**src/rtl/axi_demo_lite_responder.sv**
```systemverilog
// AXI4-Lite subordinate backed by a bank of 32-bit control registers.
// Define AXIDEMO_ADDR_ERR_EN to answer out-of-range accesses with SLVERR.
module axi_demo_lite_responder #(
  parameter int NUM_REGS   = 16,
  parameter int ADDR_WIDTH = 32,
  parameter int DATA_WIDTH = 32,
  parameter int STRB_WIDTH = 4
) (
  input  logic                           clk,
  input  logic                           rst,
  input  logic                           awvalid,
  output logic                           awready,
  input  logic [ADDR_WIDTH-1:0]          awaddr,
  input  logic                           wvalid,
  output logic                           wready,
  input  logic [DATA_WIDTH-1:0]          wdata,
  input  logic [STRB_WIDTH-1:0]          wstrb,
  output logic                           bvalid,
  input  logic                           bready,
  output logic [1:0]                     bresp,
  input  logic                           arvalid,
  output logic                           arready,
  input  logic [ADDR_WIDTH-1:0]          araddr,
  output logic                           rvalid,
  input  logic                           rready,
  output logic [DATA_WIDTH-1:0]          rdata,
  output logic [1:0]                     rresp,
  output logic [NUM_REGS*DATA_WIDTH-1:0] regs_o
);

  localparam int IDXW = $clog2(NUM_REGS);

  typedef enum logic [1:0] {
    IDLE,
    HAVE_AW,
    HAVE_W,
    RESP
  } wrState_e;

  wrState_e state;
  wrState_e nextState;

  logic [DATA_WIDTH-1:0] regFile [NUM_REGS];
  logic [ADDR_WIDTH-1:0] awAddrQ;
  logic [DATA_WIDTH-1:0] wDataQ;
  logic [STRB_WIDTH-1:0] wStrbQ;

  logic                  awHs;
  logic                  wHs;
  logic                  arHs;
  logic                  commit;
  logic [ADDR_WIDTH-1:0] cAddr;
  logic [DATA_WIDTH-1:0] cData;
  logic [STRB_WIDTH-1:0] cStrb;
  logic [IDXW-1:0]       cIdx;
  logic [IDXW-1:0]       rIdx;
  logic                  cOk;
  logic                  rOk;
  logic                  unusedAddr;

  assign awHs = awvalid & awready;
  assign wHs  = wvalid & wready;
  assign arHs = arvalid & arready;

  // The committing beat mixes latched and live channel payloads.
  assign cAddr = (state == HAVE_AW) ? awAddrQ : awaddr;
  assign cData = (state == HAVE_W) ? wDataQ : wdata;
  assign cStrb = (state == HAVE_W) ? wStrbQ : wstrb;
  assign cIdx  = cAddr[IDXW+1:2];
  assign rIdx  = araddr[IDXW+1:2];

`ifdef AXIDEMO_ADDR_ERR_EN
  assign cOk = (cAddr >> (IDXW + 2)) == '0;
  assign rOk = (araddr >> (IDXW + 2)) == '0;
`else
  assign cOk = 1'b1;
  assign rOk = 1'b1;
`endif

  assign unusedAddr = ^{cAddr, araddr};

  always_ff @(posedge clk) begin
    if (rst) begin
      state <= IDLE;
    end else begin
      state <= nextState;
    end
  end

  always_comb begin
    nextState = state;
    commit    = 1'b0;
    unique case (state)
      IDLE: begin
        if (awHs && wHs) begin
          nextState = RESP;
          commit    = 1'b1;
        end else if (awHs) begin
          nextState = HAVE_AW;
        end else if (wHs) begin
          nextState = HAVE_W;
        end
      end
      HAVE_AW: begin
        if (wHs) begin
          nextState = RESP;
          commit    = 1'b1;
        end
      end
      HAVE_W: begin
        if (awHs) begin
          nextState = RESP;
          commit    = 1'b1;
        end
      end
      RESP: begin
        if (bready) begin
          nextState = IDLE;
        end
      end
      default: nextState = IDLE;
    endcase
  end

  always_comb begin
    awready = 1'b0;
    wready  = 1'b0;
    bvalid  = 1'b0;
    unique case (state)
      IDLE: begin
        awready = !rst;
        wready  = !rst;
      end
      HAVE_AW: wready  = !rst;
      HAVE_W:  awready = !rst;
      RESP:    bvalid  = 1'b1;
      default: bvalid  = 1'b0;
    endcase
  end

  assign arready = !rst && !rvalid;

  always_ff @(posedge clk) begin
    if (rst) begin
      awAddrQ <= '0;
      wDataQ  <= '0;
      wStrbQ  <= '0;
    end else begin
      if (awHs) begin
        awAddrQ <= awaddr;
      end
      if (wHs) begin
        wDataQ <= wdata;
        wStrbQ <= wstrb;
      end
    end
  end

  always_ff @(posedge clk) begin
    if (rst) begin
      for (int k = 0; k < NUM_REGS; k++) begin
        regFile[k] <= '0;
      end
      bresp <= 2'b00;
    end else if (commit) begin
      bresp <= cOk ? 2'b00 : 2'b10;
      if (cOk) begin
        for (int b = 0; b < STRB_WIDTH; b++) begin
          if (cStrb[b]) begin
            regFile[cIdx][8*b +: 8] <= cData[8*b +: 8];
          end
        end
      end
    end
  end

  // Reads sample the bank before any same-edge write lands.
  always_ff @(posedge clk) begin
    if (rst) begin
      rvalid <= 1'b0;
      rdata  <= '0;
      rresp  <= 2'b00;
    end else if (arHs) begin
      rvalid <= 1'b1;
      rdata  <= rOk ? regFile[rIdx] : '0;
      rresp  <= rOk ? 2'b00 : 2'b10;
    end else if (rvalid && rready) begin
      rvalid <= 1'b0;
    end
  end

  for (genvar k = 0; k < NUM_REGS; k++) begin : g_regs
    assign regs_o[k*DATA_WIDTH +: DATA_WIDTH] = regFile[k];
  end

endmodule

```
**config.mk**
```make
export PLATFORM = sky130hd
export DESIGN_NAME = axi_demo_lite_responder
export DESIGN_NICKNAME = d
export VERILOG_FILES = /design/src/rtl/axi_demo_lite_responder.sv
export SDC_FILE = /design/constraint.sdc
export NUM_CORES = 1
export LEC_CHECK = 0
export CAP_MARGIN = 20
export CORE_MARGIN = 2
export CORE_UTILIZATION = 40
export DETAILED_ROUTE_END_ITERATION = 12
export GPL_ROUTABILITY_DRIVEN = 0
export PLACE_DENSITY = 0.7
export SYNTH_ARGS = -nofsm -noshare
export SYNTH_HDL_FRONTEND = slang
export SYNTH_SLANG_ARGS = --single-unit
```
**constraint.sdc**
```tcl
create_clock -name clk -period 3.58 [get_ports clk]
set_clock_uncertainty 0.15 [all_clocks]
set_input_delay 0.716 -clock clk [delete_from_list [all_inputs] [get_ports clk]]
set_output_delay 0.716 -clock clk [all_outputs]
set_load 0.005 [all_outputs]
```
==> flow_summary.toml <==
[clocking]
cts_root_buffer = "clkbuf_16"
clock-sinks = 587
htreeDepth = 2
cts.clk_slew.worst_paths_ns = 0.06
cts_buffers = 60
cts_resized = 0
cts_hold_buf = 0
postCtsSetupBuffers = 0
cts_buffer_depth = 3
cts_tree = "done"
clock_latency_ns = 0.64

[worst_setup_path]
critPathSlowestCell = "and2_0"
r2r_cells = 8
crit_type = "register to register"
r2r_end = "regFile[14][13]$_SDFFCE_PN0P_"
cp-startpoint = "state[1]$_SDFFE_PP0P_"
startpoint_type = "register"
worst-path-stages = 8
rrSetupSlack_ns = 0.28
cpPeakStageDelay_ns = 0.53
worst-path-buf-inv = 2
cp_top_family = "simple AND/OR/NAND/NOR gates"
endpoint = "regFile[14][13]$_SDFFCE_PN0P_"
required_ns = 3.71
r2r_start = "state[1]$_SDFFE_PP0P_"
cp_data_arrival_time_ns = 3.43
cp-end-kind = "register"
crit_fanout = 15
path_cells = "inv_1, ha_1, buf_4, nand3_1, o21ai_4, and2_0, nand2_1, nand2b_1"

[route]
drtPass1Iterations = 6
wl_per_cell_um = 27.4
totalWireLength_um = 95600
drcViolationCount = 0
ant_nets = 0
vias = 19579
via_per_inst = 5.61
dr.first_iter.drc_count = 2573

[final_layout]
nFillCells = 5189
multi_input_area_sq_mm = 0.00852
area_growth_pct = 37.3
drive_gt1_frac = 0.159
register_area_sq_mm = 0.0169
fin_cells = 3488
stdcell_area_sq_mm = 0.0356
finish.net_count = 2694

[grt]
gr-total-overflow = 0
grt_pass1_vias = 19104
grt_usage = 0.278
grt_pass1_wl_um = 135000
antenna_found_initial = 2
grt_max_degree = 73

[place]
numPortBuffers = 599
placed_area_sq_mm = 0.0335
dp_hpwl_um = 73000
dp.cells = 3375

[sta]
period_share = 0.922
fmax_mhz = 303
rsz0062_at_grt = "no"
finalHoldViolCount = 0
relSlewSlack = 0.476
fin_setup_tns_ns = 0
tightest_slew_ns = 0.786
maxSlewViolCount = 0
hold_ws_ns = 0.324
min_period_ns = 3.30
setup_viol = 0

[logic_synthesis]
synthTopCellsByArea = "edfxtp_1, mux4_2, nor2_1"
yosysWarnings = 0
yosys.cell_count.top_type = "nor2_1"
synth-edff-count = 512
netlist_instances = 1920
yosys.area.top_type = "edfxtp_1"
synth_simple_gate_area_share = 0.145
seq_area_frac_synth = 0.650
synthMuxAreaShare = 0.139
synth-async-reset-ratio = 0
synth_seq_cells = 587
synth.avg_cell_area_sq_um = 13.5
synth_fa_ha_area_frac = 0.00241
ys_types = 52
synth_top_family_by_area = "simple AND/OR/NAND/NOR gates"
synth-xor-area-share = 0
synth_ff_type = "edfxtp_1"
synth_commonest_cells = "nor2_1, edfxtp_1, nand2b_1"
yosysTopAreaCellShare = 0.592
synth_compound_area_frac = 0.0402
netlist_area_sq_mm = 0.0260

[power_and_ir_drop]
intPower_w = 0.0131
power_switching_w = 0.00495
p_clk_frac = 0.374
finalPower_w = 0.0181
max-vdd-ir-drop_v = 0.000372
powerDensity_mw_per_mm2 = 507
switching_share = 0.274
total_leakage_power_nw = 12.9
seq_power_share = 0.447
comb_power_share = 0.179

[floorplan]
ios = 660
core.rowCount = 93
die_w_um = 259
die_y_um = 259
coreArea_sq_mm = 0.0643
start_util = 0.404
dieArea_sq_mm = 0.0670

[hold_path]
hold_path_class = "register to register"

[status]
status = "completed"

[flow_run]
cap_viol_max_count = 0
==> worst min-delay path, cell delays in order (launching register included) <==
cell,delay [ns]
dfxtp_1,0.31
nand2b_1,0.06
o21ai_0,0.06
==> layout make-up <==
class	count	area share
Multi-Input combinational cell	1202	0.239
Antenna cell	1	0.0000702
Clock inverter	30	0.0124
Timing Repair Buffer	727	0.197
Tap cell	855	0.0300
Sequential cell	587	0.473
Inverter	4	0.000421
Clock buffer	82	0.0479
==> power by group through the flow <==
stage | Sequential, W | Combinational (W) | Clock, W
after floorplan | 0.00811 | 0.00160 | 0
final | 0.00807 | 0.00324 | 0.00676
after global routing | 0.00810 | 0.00339 | 0.00706
after global placement | 0.00819 | 0.00314 | 0
after detailed placement | 0.00821 | 0.00319 | 0
after CTS | 0.00807 | 0.00320 | 0.00682
==> per-layer routing <==
layer | share of wire | track usage
met1 | 0.39 | 0.378
met2 | 0.47 | 0.440
met3 | 0.10 | 0.0591
met4 | 0.038 | 0.105
met5 | 0.00023 | 0
==> kinds of logic (layout without fill, tap and decap cells) <==
group / after synthesis / after routing
DFF: 587 / 587
and+or+nand+nor: 812 / 812
buffers and inverters: 134 / 843
other: 1 / 5
adders and majority gates: 5 / 5
AOI/OAI and AO/OA: 154 / 154
muxes: 227 / 227
==> registers in the layout (all words and copies together), names as in the netlist <==
signal,cells
wDataQ,32
regFile,512
rdata,32
wStrbQ,4
awAddrQ,4
state,2
rvalid,1
==> how the worst min path moves through the flow <==
| stage | depth (start not counted) | end | from | slack (ns) |
|---|---|---|---|---|
| floorplan | 2 | wDataQ[0]$_SDFFE_PP0P_ | wDataQ[0]$_SDFFE_PP0P_ | 0.30 |
| CTS | 2 | wDataQ[3]$_SDFFE_PP0P_ | wDataQ[3]$_SDFFE_PP0P_ | 0.33 |
| global route | 2 | rdata[18]$_SDFFE_PP0P_ | rdata[18]$_SDFFE_PP0P_ | 0.35 |
| global placement | 2 | wDataQ[11]$_SDFFE_PP0P_ | wDataQ[11]$_SDFFE_PP0P_ | 0.31 |
| detailed placement | 2 | wDataQ[3]$_SDFFE_PP0P_ | wDataQ[3]$_SDFFE_PP0P_ | 0.32 |
| finish | 2 | wDataQ[3]$_SDFFE_PP0P_ | wDataQ[3]$_SDFFE_PP0P_ | 0.32 |
==> cells in the final DEF (no fill, tap or decap), types with 32 or more instances in the layout <==
master           count
buf_4              125
mux2i_1             93
nand2b_1           111
nor2_1             522
dfxtp_1             75
mux4_2             103
clkbuf_16           62
edfxtp_1           512
o21ai_0             72
nand2_1             97
a22oi_1             32
clkdlybuf4s50_1    595
==> metrics by stage <==
step | setup WS (ns) | utilization
after floorplan | 0.907 | -
after global placement | 0.194 | 0.521
after detailed placement | 0.0677 | 0.521
after CTS | 0.338 | 0.554
after global routing | 0.162 | 0.554
final | 0.280 | 0.554
Note: power is estimated with default switching activity, not from simulation.
